**src/rtl/sensor_request_controller.sv**
```systemverilog
// Command-frame controller: collects a 2-byte request from UART RX, runs one sensor
// decoder transaction with timeout, and returns a 2-byte response via UART TX.
module sensor_request_controller #(
    parameter int TIMEOUT_CYCLES   = 50_000_000,
    parameter int INTERBYTE_CYCLES = 5_000_000
) (
    input  logic       clock,
    input  logic       reset,
    input  logic [7:0] rx_data,
    input  logic       rx_done,
    output logic       sensor_enable,
    output logic [7:0] sensor_request,
    output logic [4:0] sensor_address,
    input  logic [7:0] sensor_data,
    input  logic       sensor_finished,
    output logic [7:0] tx_data,
    output logic       tx_start,
    input  logic       tx_busy,
    output logic       busy
);

    localparam int TO_W = (TIMEOUT_CYCLES > 2) ? $clog2(TIMEOUT_CYCLES) : 1;
    localparam int IB_W = (INTERBYTE_CYCLES > 2) ? $clog2(INTERBYTE_CYCLES) : 1;
    localparam logic [TO_W-1:0] TO_LAST = TO_W'(TIMEOUT_CYCLES - 1);
    localparam logic [IB_W-1:0] IB_LAST = IB_W'(INTERBYTE_CYCLES - 1);

    typedef enum logic [2:0] {
        ST_IDLE,
        ST_GET_ADDR,
        ST_REQUEST,
        ST_WAIT_FIN,
        ST_TX0,
        ST_TXW0,
        ST_TX1,
        ST_TXW1
    } state_t;

    state_t          state;
    logic [7:0]      code_reg;
    logic [7:0]      resp0;
    logic [7:0]      resp1;
    logic [TO_W-1:0] to_count;
    logic [IB_W-1:0] ib_count;
    logic            tx_guard;

    // busy is updated alongside each transition so it follows the state being entered
    always_ff @(posedge clock or negedge reset) begin
        if (!reset) begin
            state          <= ST_IDLE;
            code_reg       <= '0;
            resp0          <= '0;
            resp1          <= '0;
            to_count       <= '0;
            ib_count       <= '0;
            tx_guard       <= 1'b0;
            sensor_enable  <= 1'b0;
            sensor_request <= '0;
            sensor_address <= '0;
            tx_data        <= '0;
            tx_start       <= 1'b0;
            busy           <= 1'b0;
        end else begin
            sensor_enable <= 1'b0;
            tx_start      <= 1'b0;
            case (state)
                ST_IDLE: begin
                    busy <= 1'b0;
                    if (rx_done) begin
                        code_reg <= rx_data;
                        ib_count <= '0;
                        state    <= ST_GET_ADDR;
                    end
                end
                ST_GET_ADDR: begin
                    if (rx_done) begin
                        busy <= 1'b1;
                        if (rx_data[7:5] == 3'b000) begin
                            sensor_address <= rx_data[4:0];
                            state          <= ST_REQUEST;
                        end else begin
                            resp0 <= 8'hFF;
                            resp1 <= 8'h00;
                            state <= ST_TX0;
                        end
                    end else if (ib_count == IB_LAST) begin
                        state <= ST_IDLE;
                    end else if (ib_count != '1) begin
                        ib_count <= ib_count + IB_W'(1);
                    end
                end
                ST_REQUEST: begin
                    sensor_request <= code_reg;
                    sensor_enable  <= 1'b1;
                    to_count       <= '0;
                    state          <= ST_WAIT_FIN;
                end
                ST_WAIT_FIN: begin
                    // a completion in the same cycle as the last timeout count still wins
                    if (sensor_finished) begin
                        resp0 <= sensor_request;
                        resp1 <= sensor_data;
                        state <= ST_TX0;
                    end else if (to_count == TO_LAST) begin
                        resp0 <= 8'hFE;
                        resp1 <= 8'h00;
                        state <= ST_TX0;
                    end else if (to_count != '1) begin
                        to_count <= to_count + TO_W'(1);
                    end
                end
                ST_TX0: begin
                    if (!tx_busy) begin
                        tx_start <= 1'b1;
                        tx_data  <= resp0;
                        tx_guard <= 1'b1;
                        state    <= ST_TXW0;
                    end
                end
                ST_TXW0: begin
                    if (tx_guard) begin
                        tx_guard <= 1'b0;
                    end else if (!tx_busy) begin
                        state <= ST_TX1;
                    end
                end
                ST_TX1: begin
                    if (!tx_busy) begin
                        tx_start <= 1'b1;
                        tx_data  <= resp1;
                        tx_guard <= 1'b1;
                        state    <= ST_TXW1;
                    end
                end
                ST_TXW1: begin
                    if (tx_guard) begin
                        tx_guard <= 1'b0;
                    end else if (!tx_busy) begin
                        busy  <= 1'b0;
                        state <= ST_IDLE;
                    end
                end
                default: begin
                    busy  <= 1'b0;
                    state <= ST_IDLE;
                end
            endcase
        end
    end

endmodule

```
**config.mk**
```make
export PLATFORM = sky130hd
export DESIGN_NAME = sensor_request_controller
export DESIGN_NICKNAME = d
export VERILOG_FILES = /design/src/rtl/sensor_request_controller.sv
export SDC_FILE = /design/constraint.sdc
export NUM_CORES = 1
export LEC_CHECK = 0
export CORE_ASPECT_RATIO = 0.8
export CORE_MARGIN = 8
export CORE_UTILIZATION = 44
export CTS_BUF_LIST = sky130_fd_sc_hd__clkbuf_8 sky130_fd_sc_hd__clkbuf_16
export DETAILED_ROUTE_END_ITERATION = 7
export PLACE_DENSITY = 0.69
export RECOVER_POWER = 50
export SYNTH_ARGS = -nofsm -noshare
export SYNTH_HDL_FRONTEND = slang
export SYNTH_SLANG_ARGS = --single-unit
```
**constraint.sdc**
```tcl
create_clock -name clock -period 4.1 [get_ports clock]
set_input_delay 0.41 -clock clock [delete_from_list [all_inputs] [get_ports clock]]
set_output_delay 0.41 -clock clock [all_outputs]
set_load 0.01 [all_outputs]
```
==> impl_summary.log <==
INFO  metric max_slew.worst_pin.slew = 1880 ps
INFO  metric synthCells = 507
INFO  metric finalWorstPathRequiredPeriod = 3010 ps
INFO  metric layout.filler_cells = 946
INFO  metric place.detailed.hpwl = 8740 um
INFO  metric layout.nets = 564
INFO  metric static-leakage-power = 2.47 nW
INFO  metric startpoint_type = flip-flop
INFO  metric areaGrowthSynthToFinish = 16.4%
INFO  metric top_flop_regs = to_count x26, ib_count x23
INFO  metric setup_tns = 0 ps
INFO  metric cts_resizes = 0
INFO  metric power_per_cell_area = 618 nW/um2
INFO  metric setup_violations = 0
INFO  metric finalNonFillerCells = 690
INFO  metric largest_register_ff_count = 26
INFO  metric grt_max_degree = 75
INFO  metric worst_hold_path.num_cells = 1
INFO  metric worst_ir_drop_vdd = 0.000271 V
INFO  metric area_of_the_mapped_netlist = 4950 um2
INFO  metric cts_made_buffers = 9
INFO  metric rsz0062_at_grt = no
INFO  metric floorplan_core_area = 10,900 um2
INFO  metric overflow = 0
INFO  metric timing.final.crit_share = 73.4%
INFO  metric run_status = finished with violations
INFO  metric multi_input_area = 2290 um2
INFO  metric detail_route.wl_per_cell = 18.1 um
INFO  metric ys_async_sr_fraction = 100%
INFO  metric overall_die_area = 14,900 um2
INFO  metric drive_above_1_share = 7.14%
INFO  metric total_of_hold_buffers_inserted_after_clock_tree_synthesis = 0
INFO  metric crit_type = reg -> reg
INFO  metric antennaDiodeCount = 0
INFO  metric post_synth_num_cell_types = 54
INFO  metric number_of_antenna_violations_at_the_first_check_in_global_routing = 0
INFO  metric postRouteWirelength = 12,500 um
INFO  metric grt_pass1_vias = 4,085
INFO  metric r2r.worst_path.cells = 7
INFO  metric relative_max_transition_margin = -25.1%
INFO  metric max-clock-path-buffers = 2
INFO  metric synth_seq_cells = 101
INFO  metric critPathRequiredTime = 4340 ps
INFO  metric postSynthNetCount = 530
INFO  metric cts_htree_levels = 3
INFO  metric cts_post_setup_buffers_inserted = 0
INFO  metric max_cap_violations = 1
INFO  metric finalHoldViolations = 0
INFO  metric rows = 34
INFO  metric number_of_synthesis_warnings = 0
INFO  metric number_of_vias_per_cell_after_detailed_routing = 6.07
INFO  metric min_to = resp0[7]
INFO  metric worst-path-max-fanout = 25
INFO  metric drc_errors = 0
INFO  metric number_of_synthesized_flops_with_an_enable_pin = 0
INFO  metric io-pin-count = 45
INFO  metric worst_slack = 1090 ps
INFO  metric critPathCaptureType = flip-flop
INFO  metric grt_use_met3 = 3.94%
INFO  metric clock_sink_count = 101
INFO  metric antenna_violating_nets_post_route = 0
INFO  metric met2_usage = 23.9%
INFO  metric port_buffers = 44
INFO  metric grt_busiest_layer = met1
INFO  metric synth_ff_type = sky130_fd_sc_hd__dfrtp_1
INFO  metric hold_path_class = reg -> reg
INFO  metric violations_in_the_final_reports = max-capacitance violations, max-slew violations
INFO  metric postLayoutCoreUtil = 52.7%
INFO  metric timing.fmax = 0.332 GHz
INFO  metric r2r_setup_slack = 1090 ps
INFO  metric syn-mean-instance-area = 9.76 um2
INFO  metric fp.dieW = 135 um
INFO  metric detail_route.first_pass.iterations = 5
INFO  metric first_iter_violations = 416
INFO  metric reg2reg_to = to_count[23]
INFO  metric global_route.usage.met1 = 25.6%
INFO  metric cts_root_buffer = sky130_fd_sc_hd__clkbuf_16
INFO  metric clkSlewWorstSetupHoldPaths = 70 ps
INFO  metric globalplace.congestion = 0.899
INFO  metric max_flop_register = to_count
INFO  metric timing.final.max_slew_violations = 75
INFO  metric dr_total_vias = 4,185
INFO  metric initial_core_util = 45.3%
INFO  metric floorplan.die.height = 111 um
INFO  metric worst-endpoint-arrival = 3250 ps
INFO  metric hp_start = resp0[7]
INFO  metric grt_pass1_wl = 21,200 um
INFO  metric part_of_the_yosys_area_used_for_sequential_elements = 51.1%
INFO  metric global_route.usage.total = 17.2%
INFO  metric worst_skew_pair.late_latency = 350 ps
INFO  metric placed_cells = 674
INFO  metric register_area = 2530 um2
INFO  metric finalClockSkew = 9.94 ps
INFO  metric pre_cts_slack = 1120 ps
INFO  metric cts_tree = done
INFO  metric r2r-start = to_count[0]
-- synth_stat cells (all sizes together) (7+ instances only) --
master | number | share of area [%]
and4 | 10 | 1.8
nor4 | 7 | 0.88
o22a | 7 | 1.2
nor2 | 39 | 3.1
o211ai | 7 | 1.1
nand3 | 24 | 2.4
nand4 | 20 | 2.5
or4 | 9 | 1.4
nor3 | 10 | 1.0
mux2i | 14 | 2.8
mux2 | 14 | 3.2
a21oi | 21 | 2.1
and3 | 11 | 1.4
nand2 | 70 | 5.3
dfrtp | 101 | 51
clkbuf | 16 | 1.2
buf | 8 | 0.91
o21ai | 33 | 3.3
nand2b | 12 | 1.5
o31ai | 10 | 1.5
a22o | 8 | 1.4
-- per-stage QoR --
stage          instance area (um2)  hold slack, ps  power (mW)
2_1_floorplan                 4950             114        2.29
3_3_place_gp                  5480             449        2.72
3_5_place_dp                  5480             470        2.77
4_1_cts                       5760             253        3.59
5_1_grt                       5760             522        3.79
6_report                      5760             495        3.56
-- kinds of logic (layout without fill, tap and decap cells) --
| family | count (synthesis) | after routing | share of synthesized area [%] |
|---|---|---|---|
| compound gates | 110 | 110 | 14.7 |
| xor+xnor | 6 | 6 | 1.06 |
| fa+ha+maj | 2 | 2 | 0.506 |
| buf+inv | 30 | 69 | 2.60 |
| flops | 101 | 101 | 51.1 |
| mux | 28 | 28 | 6.02 |
| simple gates | 230 | 230 | 24.1 |
-- cell usage in the layout, fill, tap and decap left out, types with 7 or more instances in the layout --
cell | Yosys | routed
sky130_fd_sc_hd__nor4_1 | 7 | 7
sky130_fd_sc_hd__and3_1 | 11 | 11
sky130_fd_sc_hd__a21oi_1 | 21 | 21
sky130_fd_sc_hd__dlygate4sd3_1 | 0 | 10
sky130_fd_sc_hd__nand2_1 | 70 | 70
sky130_fd_sc_hd__clkdlybuf4s50_1 | 0 | 33
sky130_fd_sc_hd__o22a_1 | 7 | 7
sky130_fd_sc_hd__mux2_2 | 14 | 14
sky130_fd_sc_hd__or4_1 | 9 | 9
sky130_fd_sc_hd__clkbuf_16 | 0 | 9
sky130_fd_sc_hd__nand4_1 | 20 | 20
sky130_fd_sc_hd__and4_1 | 9 | 9
sky130_fd_sc_hd__dfrtp_1 | 101 | 101
sky130_fd_sc_hd__o21ai_0 | 28 | 28
sky130_fd_sc_hd__nor3_1 | 10 | 10
sky130_fd_sc_hd__nor2_1 | 38 | 38
sky130_fd_sc_hd__o31ai_1 | 10 | 10
sky130_fd_sc_hd__a22o_1 | 8 | 8
sky130_fd_sc_hd__nand2b_1 | 12 | 12
sky130_fd_sc_hd__mux2i_1 | 14 | 14
sky130_fd_sc_hd__o211ai_1 | 7 | 7
sky130_fd_sc_hd__nand3_1 | 24 | 24
-- power breakdown --
group          total [mW]  switching, mW  internal [mW]  leakage, nW
Sequential           1.62          0.313           1.31         1.29
Clock               0.818          0.397          0.421        0.142
Combinational        1.12          0.596          0.522         1.04
Total                3.56           1.31           2.25         2.47
-- worst max-delay path, cell delays in order (launching register included) --
cell                       delay, ps
sky130_fd_sc_hd__dfrtp_1         410
sky130_fd_sc_hd__ha_1            230
sky130_fd_sc_hd__nand4_1         220
sky130_fd_sc_hd__or4b_1          760
sky130_fd_sc_hd__nor2_4          270
sky130_fd_sc_hd__or3_1           650
sky130_fd_sc_hd__o311ai_0        270
sky130_fd_sc_hd__o41ai_1         110
-- worst max-delay path by stage --
stage	start	end
3_5_place_dp	to_count[0]	to_count[23]
6_report	to_count[0]	to_count[23]
2_1_floorplan	to_count[0]	to_count[15]
4_1_cts	to_count[0]	to_count[23]
5_1_grt	state[2]	to_count[8]
3_3_place_gp	state[2]	to_count[8]
-- final cells by class --
class	count	area share, %
clock buffer	9	3.91
clock inverter	7	0.978
inverter	6	0.391
multi-input combinational	376	39.8
sequential	101	43.9
tap	144	3.13
timing repair buffer	47	7.89
-- routing by layer --
| metal | up-vias | share of wire [%] |
|---|---|---|
| li1 | 1944 | - |
| met1 | 2075 | 50 |
| met2 | 154 | 42 |
| met3 | 12 | 7.1 |
| met4 | 0 | 1.3 |
| met5 | - | 0 |
(Power assumes the default switching activity.)
